### config.mk
export PLATFORM = sky130hd
export DESIGN_NAME = shift_seq_ctrl
export DESIGN_NICKNAME = d
export VERILOG_FILES = /design/src/rtl/shift_seq_ctrl_pkg.sv /design/src/rtl/shift_seq_ctrl_bit_rev.sv /design/src/rtl/shift_seq_ctrl.sv
export SDC_FILE = /design/constraint.sdc
export NUM_CORES = 1
export LEC_CHECK = 0
export CORE_ASPECT_RATIO = 0.8
export CORE_MARGIN = 2
export CORE_UTILIZATION = 45
export CTS_CLUSTER_DIAMETER = 50
export CTS_CLUSTER_SIZE = 14
export DETAILED_ROUTE_END_ITERATION = 8
export PLACE_DENSITY = 0.81
export SKIP_LAST_GASP = 1
export SLEW_MARGIN = 30
export SYNTH_ARGS = -nofsm -noshare
export SYNTH_HDL_FRONTEND = slang
export SYNTH_SLANG_ARGS = --single-unit
### constraint.sdc
create_clock -name clk -period 5.1 [get_ports clk]
set_input_delay 0.51 -clock clk [delete_from_list [all_inputs] [get_ports clk]]
set_output_delay 0.51 -clock clk [all_outputs]
set_load 0.03 [all_outputs]
### src/rtl/shift_seq_ctrl_pkg.sv
// Shared encodings and widths for the shift sequencer that drives the left barrel shifter.
package shift_seq_ctrl_pkg;

    localparam int N = 16;
    localparam int C = 4;

    typedef enum logic [1:0] {
        OP_ROL = 2'b00,
        OP_SLL = 2'b01,
        OP_ROR = 2'b10,
        OP_SRL = 2'b11
    } op_e;

    typedef enum logic [1:0] {
        IDLE  = 2'b00,
        PASS1 = 2'b01,
        PASS2 = 2'b10,
        DONE  = 2'b11
    } state_e;

    function automatic logic is_rotate(input op_e op);
        return (op == OP_ROL) || (op == OP_ROR);
    endfunction

endpackage

### src/rtl/shift_seq_ctrl_bit_rev.sv
// Pure wiring: output bit i is input bit N-1-i.
module bit_rev #(
    parameter int N = 16
) (
    input  logic [N-1:0] d,
    output logic [N-1:0] q
);

    for (genvar i = 0; i < N; i++) begin : g_rev
        assign q[i] = d[N-1-i];
    end

endmodule

### src/rtl/shift_seq_ctrl.sv
// Sequencer that builds SLL/SRL/ROL/ROR out of one external left shifter,
// using bit reversal and one or two passes; result held on a valid/ready port.
module shift_seq_ctrl #(
    parameter int N = shift_seq_ctrl_pkg::N,
    parameter int C = shift_seq_ctrl_pkg::C
) (
    input  logic         clk,
    input  logic         rst,
    input  logic         flush,
    input  logic         req_valid,
    output logic         req_ready,
    input  logic [1:0]   req_op,
    input  logic [N-1:0] req_data,
    input  logic [C-1:0] req_cnt,
    output logic [N-1:0] sh_in,
    output logic [C-1:0] sh_cnt,
    input  logic [N-1:0] sh_out,
    output logic         res_valid,
    input  logic         res_ready,
    output logic [N-1:0] res_data
);
    import shift_seq_ctrl_pkg::*;

    typedef struct packed {
        op_e          op;
        logic [N-1:0] a;
        logic [C-1:0] k;
    } req_t;

    state_e       state;
    req_t         req_q;
    logic [N-1:0] acc;

    op_e          in_op;
    logic [N-1:0] rev_a_src;
    logic [N-1:0] rev_a;
    logic [N-1:0] rev_sh;
    logic [C-1:0] k_neg_in;
    logic [C-1:0] k_neg_q;
    logic [N-1:0] pass1_acc;
    logic [N-1:0] pass2_acc;

    assign in_op = op_e'(req_op);

    // One reverser serves the accept edge (live operand) and PASS2 (latched operand).
    assign rev_a_src = (state == IDLE) ? req_data : req_q.a;

    bit_rev #(.N(N)) u_rev_a  (.d(rev_a_src), .q(rev_a));
    bit_rev #(.N(N)) u_rev_sh (.d(sh_out),    .q(rev_sh));

    // Right rotate by k equals left rotate by -k mod N; carry is dropped.
    assign k_neg_in  = C'(0) - req_cnt;
    assign k_neg_q   = C'(0) - req_q.k;

    assign pass1_acc = (req_q.op == OP_SRL) ? rev_sh : sh_out;
    assign pass2_acc = acc | rev_sh;

    // sh_in/sh_cnt are registered: each transition loads the values the next state drives.
    always_ff @(posedge clk) begin
        if (rst) begin
            state     <= IDLE;
            req_q     <= '0;
            acc       <= '0;
            res_valid <= 1'b0;
            res_data  <= '0;
            sh_in     <= '0;
            sh_cnt    <= '0;
            req_ready <= 1'b1;
        end else if (flush) begin
            state     <= IDLE;
            acc       <= '0;
            res_valid <= 1'b0;
            sh_in     <= '0;
            sh_cnt    <= '0;
            req_ready <= 1'b1;
        end else begin
            case (state)
                IDLE: begin
                    if (req_valid) begin
                        req_q     <= '{op: in_op, a: req_data, k: req_cnt};
                        state     <= PASS1;
                        req_ready <= 1'b0;
                        case (in_op)
                            OP_SRL: begin
                                sh_in  <= rev_a;
                                sh_cnt <= req_cnt;
                            end
                            OP_ROR: begin
                                sh_in  <= req_data;
                                sh_cnt <= k_neg_in;
                            end
                            default: begin
                                sh_in  <= req_data;
                                sh_cnt <= req_cnt;
                            end
                        endcase
                    end
                end
                PASS1: begin
                    acc <= pass1_acc;
                    if (is_rotate(req_q.op) && (req_q.k != '0)) begin
                        state  <= PASS2;
                        sh_in  <= rev_a;
                        sh_cnt <= (req_q.op == OP_ROL) ? k_neg_q : req_q.k;
                    end else begin
                        state     <= DONE;
                        res_valid <= 1'b1;
                        res_data  <= pass1_acc;
                        sh_in     <= '0;
                        sh_cnt    <= '0;
                    end
                end
                PASS2: begin
                    acc       <= pass2_acc;
                    res_data  <= pass2_acc;
                    res_valid <= 1'b1;
                    state     <= DONE;
                    sh_in     <= '0;
                    sh_cnt    <= '0;
                end
                DONE: begin
                    if (res_ready) begin
                        res_valid <= 1'b0;
                        state     <= IDLE;
                        req_ready <= 1'b1;
                    end
                end
                default: begin
                    state     <= IDLE;
                    req_ready <= 1'b1;
                end
            endcase
        end
    end

endmodule

==> metrics.yaml, run 1 <==
sta:
  fin_crit_ps: 2520
  hold_violations: 0
  fmax_mhz: 398
  setup_tns_ps: 0
  skew_ps: 7.60
  maxSlewViolCount: 0
  rsz0062_at_grt: "no"
  tightest_slew_ps: 811
  timing.final.crit_share_pct: 49.3
  setup_violations: 0
  relSlewSlack_pct: 45.9
  hold_ws_ps: 457
  fin_ws_ps: 2580
cells_and_area:
  area_growth_pct: 27.2
  final_nets: 599
  fin_area_mm2: 0.00501
  n_fill_cell: 746
  final_util_pct: 59.0
  drive_gt1_share_pct: 6.87
  num_antenna_cells: 0
global_routing:
  track_usage_pct: 23.0
  grt-ovfl-total: 0
  grt_pass1_vias: 3535
  grt_max_degree: 49
  antenna_found_initial: 0
  grt_pass1_wl_um: 17400
setup_path:
  crit_buf_inv: 2
  crit_path_cell_trace: "inv_1 > ha_1 > buf_4 > nor2b_1 > o21a_1 > o221ai_1 > a21oi_1"
  worst-setup-path-type: "reg2reg"
  critical_path_arrival_ps: 2810
  rr_worst_depth: 7
  timing.rr.start: "state[0]$_SDFFE_PP0P_"
  rr_endpoint: "res_data[1]$_SDFFE_PP0P_"
  rrSetupSlack_ps: 2580
  end_kind: "flop"
  slowest_stage: "dfxtp_1"
  critPathRequiredTime_ps: 5390
  cp_top_family: "compound AO/OA/AOI/OAI gates"
  cp_max_fo: 41
  worst_setup_path_start_kind: "flop"
  cp_slowest_stage_delay_ps: 440
clocking:
  clock-sinks: 78
  cts_tree: "done"
  htreeDepth: 3
  clockBufferDepth: 2
  path_clk_slew_ps: 80
  postCtsHoldBufs: 0
  cts_resized: 0
  clk_latency_ps: 360
  numCtsBuffers: 9
  postCtsSetupBuffers: 0
  root_buffer: "clkbuf_8"
logic_synthesis:
  synth_area_mm2: 0.00394
  ys_seq_area_share_pct: 39.7
  ys_types: 49
  ys_ff_latch: 78
  synth_top_area_cell: "dfxtp_1"
  synthCells: 488
  syn-mean-instance-area_um2: 8.07
  synth_top_area_share_pct: 39.7
  synth_edf_count: 0
  syn_nets: 539
  ys_warn_count: 0
  synth.area.top_cells: "dfxtp_1, a21oi_1, nand2_1"
  synthTopCellsByCount: "dfxtp_1, a21oi_1, nand2_1"
  synth_top_flop_cell: "dfxtp_1"
  yosysMostFrequentCell: "dfxtp_1"
  async_reset_ff_share_pct: 0
hold_path:
  worstHoldPathCells: 2
  min_to: "req_q[10]$_SDFFE_PP0P_"
  hold_start: "req_q[10]$_SDFFE_PP0P_"
  hold_class: "reg2reg"
detailed_routing:
  drt_first_pass_iters: 6
  vias_per_cell: 5.74
  ant_nets: 0
  route.detailed.drc: 0
  num_vias: 3817
  finalWirelength_um: 10900
  drtIter0Drc: 281
  wl_per_cell_um: 16.4
floorplanning:
  num_io_pins: 81
  die_area_mm2: 0.00952
  core-area_mm2: 0.00848
  die_y_um: 87.7
  core.rowCount: 30
  start_util_pct: 46.4
  die_w_um: 109
power_and_ir_drop:
  p_leak_uw: 0.00195
  ir_worst_vdd_mv: 0.159
  powerDensity_mw_per_mm2: 296
placed_design:
  place_congestion: 0.814
  postPlaceCellArea_mm2: 0.00477
  hpwl_um: 7380
  io_buffer_count: 80
  place_worst_setup_slack_ps: 2620
flow_run:
  drv_cap: 0
outcome:
  outcome: "complete, no violations"
## area by class of cell
type	count	area, um^2	area share [%]
timing repair buffer	85	838	16.7
clock buffer	13	169	3.37
inverter	14	52.6	1.05
tap	112	140	2.80
clock inverter	3	65.1	1.30
multi-input combinational	360	2180	43.6
sequential	78	1560	31.2
## per-layer routing
| layer | up-vias | GRT usage [%] | wire, um |
|---|---|---|---|
| li1 | 1835 | - | - |
| met1 | 1819 | 31.1 | 4900 |
| met2 | 146 | 36.1 | 5150 |
| met3 | 17 | 5.88 | 729 |
| met4 | 0 | 7.34 | 159 |
| met5 | - | 0 | 0 |
## through the flow
stage	std cells	total power (uW)
after floorplan	488	841
after global placement	649	938
after detailed placement	649	949
after CTS	665	1480
after global routing	665	1540
final	665	1480
## power breakdown
part,switching [uW],leakage (uW),internal [uW],total [uW]
clock,226,0.000120,315,542
sequential,20.2,0.000635,636,656
combinational,163,0.00119,120,283
## sequential cells by signal, summed over array words and instances (netlist names)
signal,count
sh_cnt,4
res_valid,1
acc,16
state,2
res_data,16
req_ready,1
req_q,22
sh_in,16
## worst reg2reg max path: cells and delay by family, from the launching register on
family / cells / cell delay (ps)
flops: 1 / 440
buf+inv: 2 / 520
compound gates: 3 / 790
simple gates: 1 / 330
fa+ha+maj: 1 / 380
## cells by family (layout without fill, tap and decap cells)
family | count (synthesis) | in the layout | share of synthesized area [%]
AOI/OAI and AO/OA | 154 | 154 | 24.4
xor gates and xnor gates | 2 | 2 | 0.445
adders and majority gates | 8 | 8 | 2.54
buffers and inverters | 50 | 115 | 5.59
DFF | 78 | 78 | 39.7
muxes | 19 | 19 | 4.89
and+or+nand+nor | 177 | 177 | 22.4
## worst max-delay path by stage
stage / startpoint / endpoint / slack, ps / depth (start not counted)
finish: state[0]$_SDFFE_PP0P_ / res_data[1]$_SDFFE_PP0P_ / 2580 / 7
global route: state[0]$_SDFFE_PP0P_ / res_data[1]$_SDFFE_PP0P_ / 2420 / 7
CTS: state[0]$_SDFFE_PP0P_ / res_data[1]$_SDFFE_PP0P_ / 2640 / 7
detailed placement: rst / sh_in[8]$_SDFFE_PP0P_ / 2620 / 6
global placement: state[0]$_SDFFE_PP0P_ / req_q[20]$_SDFFE_PP0P_ / 2380 / 6
floorplan: state[0]$_SDFFE_PP0P_ / sh_in[0]$_SDFFE_PP0P_ / 3360 / 7
## placed cells by master, fill, tap and decap left out, types with 12 or more instances in the layout
cell type         n
a21oi_1          68
nand2_1          65
nand3_1          15
a22oi_1          15
dfxtp_1          78
mux2i_1          17
o21ai_0          30
inv_1            14
nand2b_1         17
nor2_1           38
clkbuf_8         12
clkdlybuf4s50_1  80
(Power assumes the default switching activity.)
==> inputs of run 2 (changes only) <==
==> constraint.sdc (replaced) <==
create_clock -name clk -period 2.4 [get_ports clk]
set_input_delay 0.24 -clock clk [delete_from_list [all_inputs] [get_ports clk]]
set_output_delay 0.24 -clock clk [all_outputs]
set_load 0.03 [all_outputs]
==> run 2 against run 1 <==
Effect of this change:
- clock-buffer cell count down 3
- non-clock buffer count grew 8
- worst hold slack improved by 0.83 ps
- highest routed layer unchanged
- first-iteration DRC count grew 7.5%
- critical endpoint unchanged
==> metrics.yaml, run 2 (synthesized netlist as in run 1, its figures left out) <==
outcome:
  outcome: "complete, no violations"
power_and_ir_drop:
  p_leak_uw: 0.00197
  ir_worst_vdd_mv: 0.288
  powerDensity_mw_per_mm2: 602
clocking:
  htreeDepth: 3
  root_buffer: "clkbuf_8"
  path_clk_slew_ps: 80
  cts_tree: "done"
  clk_latency_ps: 350
  postCtsSetupBuffers: 0
  numCtsBuffers: 9
  clock-sinks: 78
  cts_resized: 0
  postCtsHoldBufs: 0
  clockBufferDepth: 2
floorplanning:
  core-area_mm2: 0.00848
  die_area_mm2: 0.00952
  start_util_pct: 46.4
  die_w_um: 109
  num_io_pins: 81
  core.rowCount: 30
  die_y_um: 87.7
global_routing:
  grt.busiest_layer: "met2"
  grt_max_degree: 41
  grt_pass1_vias: 3632
  grt_pass1_wl_um: 17700
  use_met1_pct: 32.1
  grt_use_met2_pct: 36.9
  track_usage_pct: 23.4
  grt.met3_usage_pct: 4.54
  grt-ovfl-total: 0
  antenna_found_initial: 0
placed_design:
  postPlaceCellArea_mm2: 0.00482
  io_buffer_count: 80
  place_congestion: 0.833
  dp_cells: 657
  hpwl_um: 7730
sta:
  fin_crit_ps: 2050
  maxSlewViolCount: 0
  timing.final.crit_share_pct: 85.3
  rsz0062_at_grt: "no"
  tightest_slew_ps: 785
  skew_ps: 8.89
  setup_violations: 0
  setup_tns_ps: 0
  hold_violations: 0
  relSlewSlack_pct: 47.7
  fmax_mhz: 488
  hold_ws_ps: 458
setup_path:
  cp-startpoint: "state[0]$_SDFFE_PP0P_"
  critPathRequiredTime_ps: 2690
  cp_max_fo: 9
  worst-setup-path-type: "reg2reg"
  worst_setup_path_start_kind: "flop"
  critical_path_arrival_ps: 2340
  end_kind: "flop"
  timing.rr.start: "state[0]$_SDFFE_PP0P_"
cells_and_area:
  largest-register: "req_q"
  drive_gt1_share_pct: 8.02
  n_fill_cell: 725
  fin_area_mm2: 0.00503
  largest_register_ff_count: 22
  num_antenna_cells: 0
  area_growth_pct: 27.8
  final_nets: 607
  layout_common_cells: "clkdlybuf4s50_1, dfxtp_1, a21oi_1"
  mostFrequentLayoutCell: "clkdlybuf4s50_1"
  fin_cells: 673
detailed_routing:
  vias_per_cell: 5.77
  drtIter0Drc: 302
  drt_first_pass_iters: 5
  num_vias: 3883
  wl_per_cell_um: 16.1
  ant_nets: 0
  route.detailed.drc: 0
  finalWirelength_um: 10800
hold_path:
  hold_class: "reg2reg"
  hold_start: "res_data[9]$_SDFFE_PP0P_"
flow_run:
  drv_cap: 0
-- run 2: changes by cell type in the layout (fill, tap and decap cells not counted), moves of 2 or more --
cell,delta
buf_4,+8
clkinv_4,+3
clkbuf_8,-2
clkinvlp_4,+2
ha_1,+2
ha_2,-2
-- run 2: path summary, 6_finish.rpt --
kind	to	slack, ps	cells past startpoint
max	res_data[1]$_SDFFE_PP0P_	350	6
min reg2reg	res_data[9]$_SDFFE_PP0P_	460	2
max reg2reg	res_data[1]$_SDFFE_PP0P_	350	6
min	res_data[9]$_SDFFE_PP0P_	460	2
-- run 2: worst max-delay path: stages (launching register included) --
cell and delay [ps]:
dfxtp_1 430, inv_1 130, ha_1 390, nor2b_1 280, o21a_1 420, o221ai_1 190
a21oi_1 150
-- run 2: final cells by class --
| type | count | area [um^2] | area share [%] |
|---|---|---|---|
| multi-input cells | 360 | 2170 | 43.1 |
| repair buffers | 93 | 898 | 17.9 |
| well taps | 112 | 140 | 2.79 |
| inverters | 14 | 52.6 | 1.04 |
| clock buffers | 10 | 138 | 2.74 |
| flip-flops and latches | 78 | 1560 | 31.0 |
| clock inverters | 6 | 71.3 | 1.42 |
-- run 2: routing by layer --
metal / routed length, um / up-vias
met5: 0 / -
met4: 188 / 0
met3: 642 / 24
met2: 5080 / 132
met1: 4910 / 1882
li1: - / 1845
-- run 2: stage by stage --
stage               power (uW)  setup WS (ps)  utilization (%)
finish                    3030            352             59.3
global route              3150            199             59.3
CTS                       3040            377             59.3
detailed placement        2030            391             56.8
global placement          2000            391             56.7
floorplan                 1790            664                -
-- run 2: where the power goes --
part           switching (uW)  internal, uW
Clock                     511           514
Sequential               40.1          1350
Combinational             350           263
Total                     901          2130
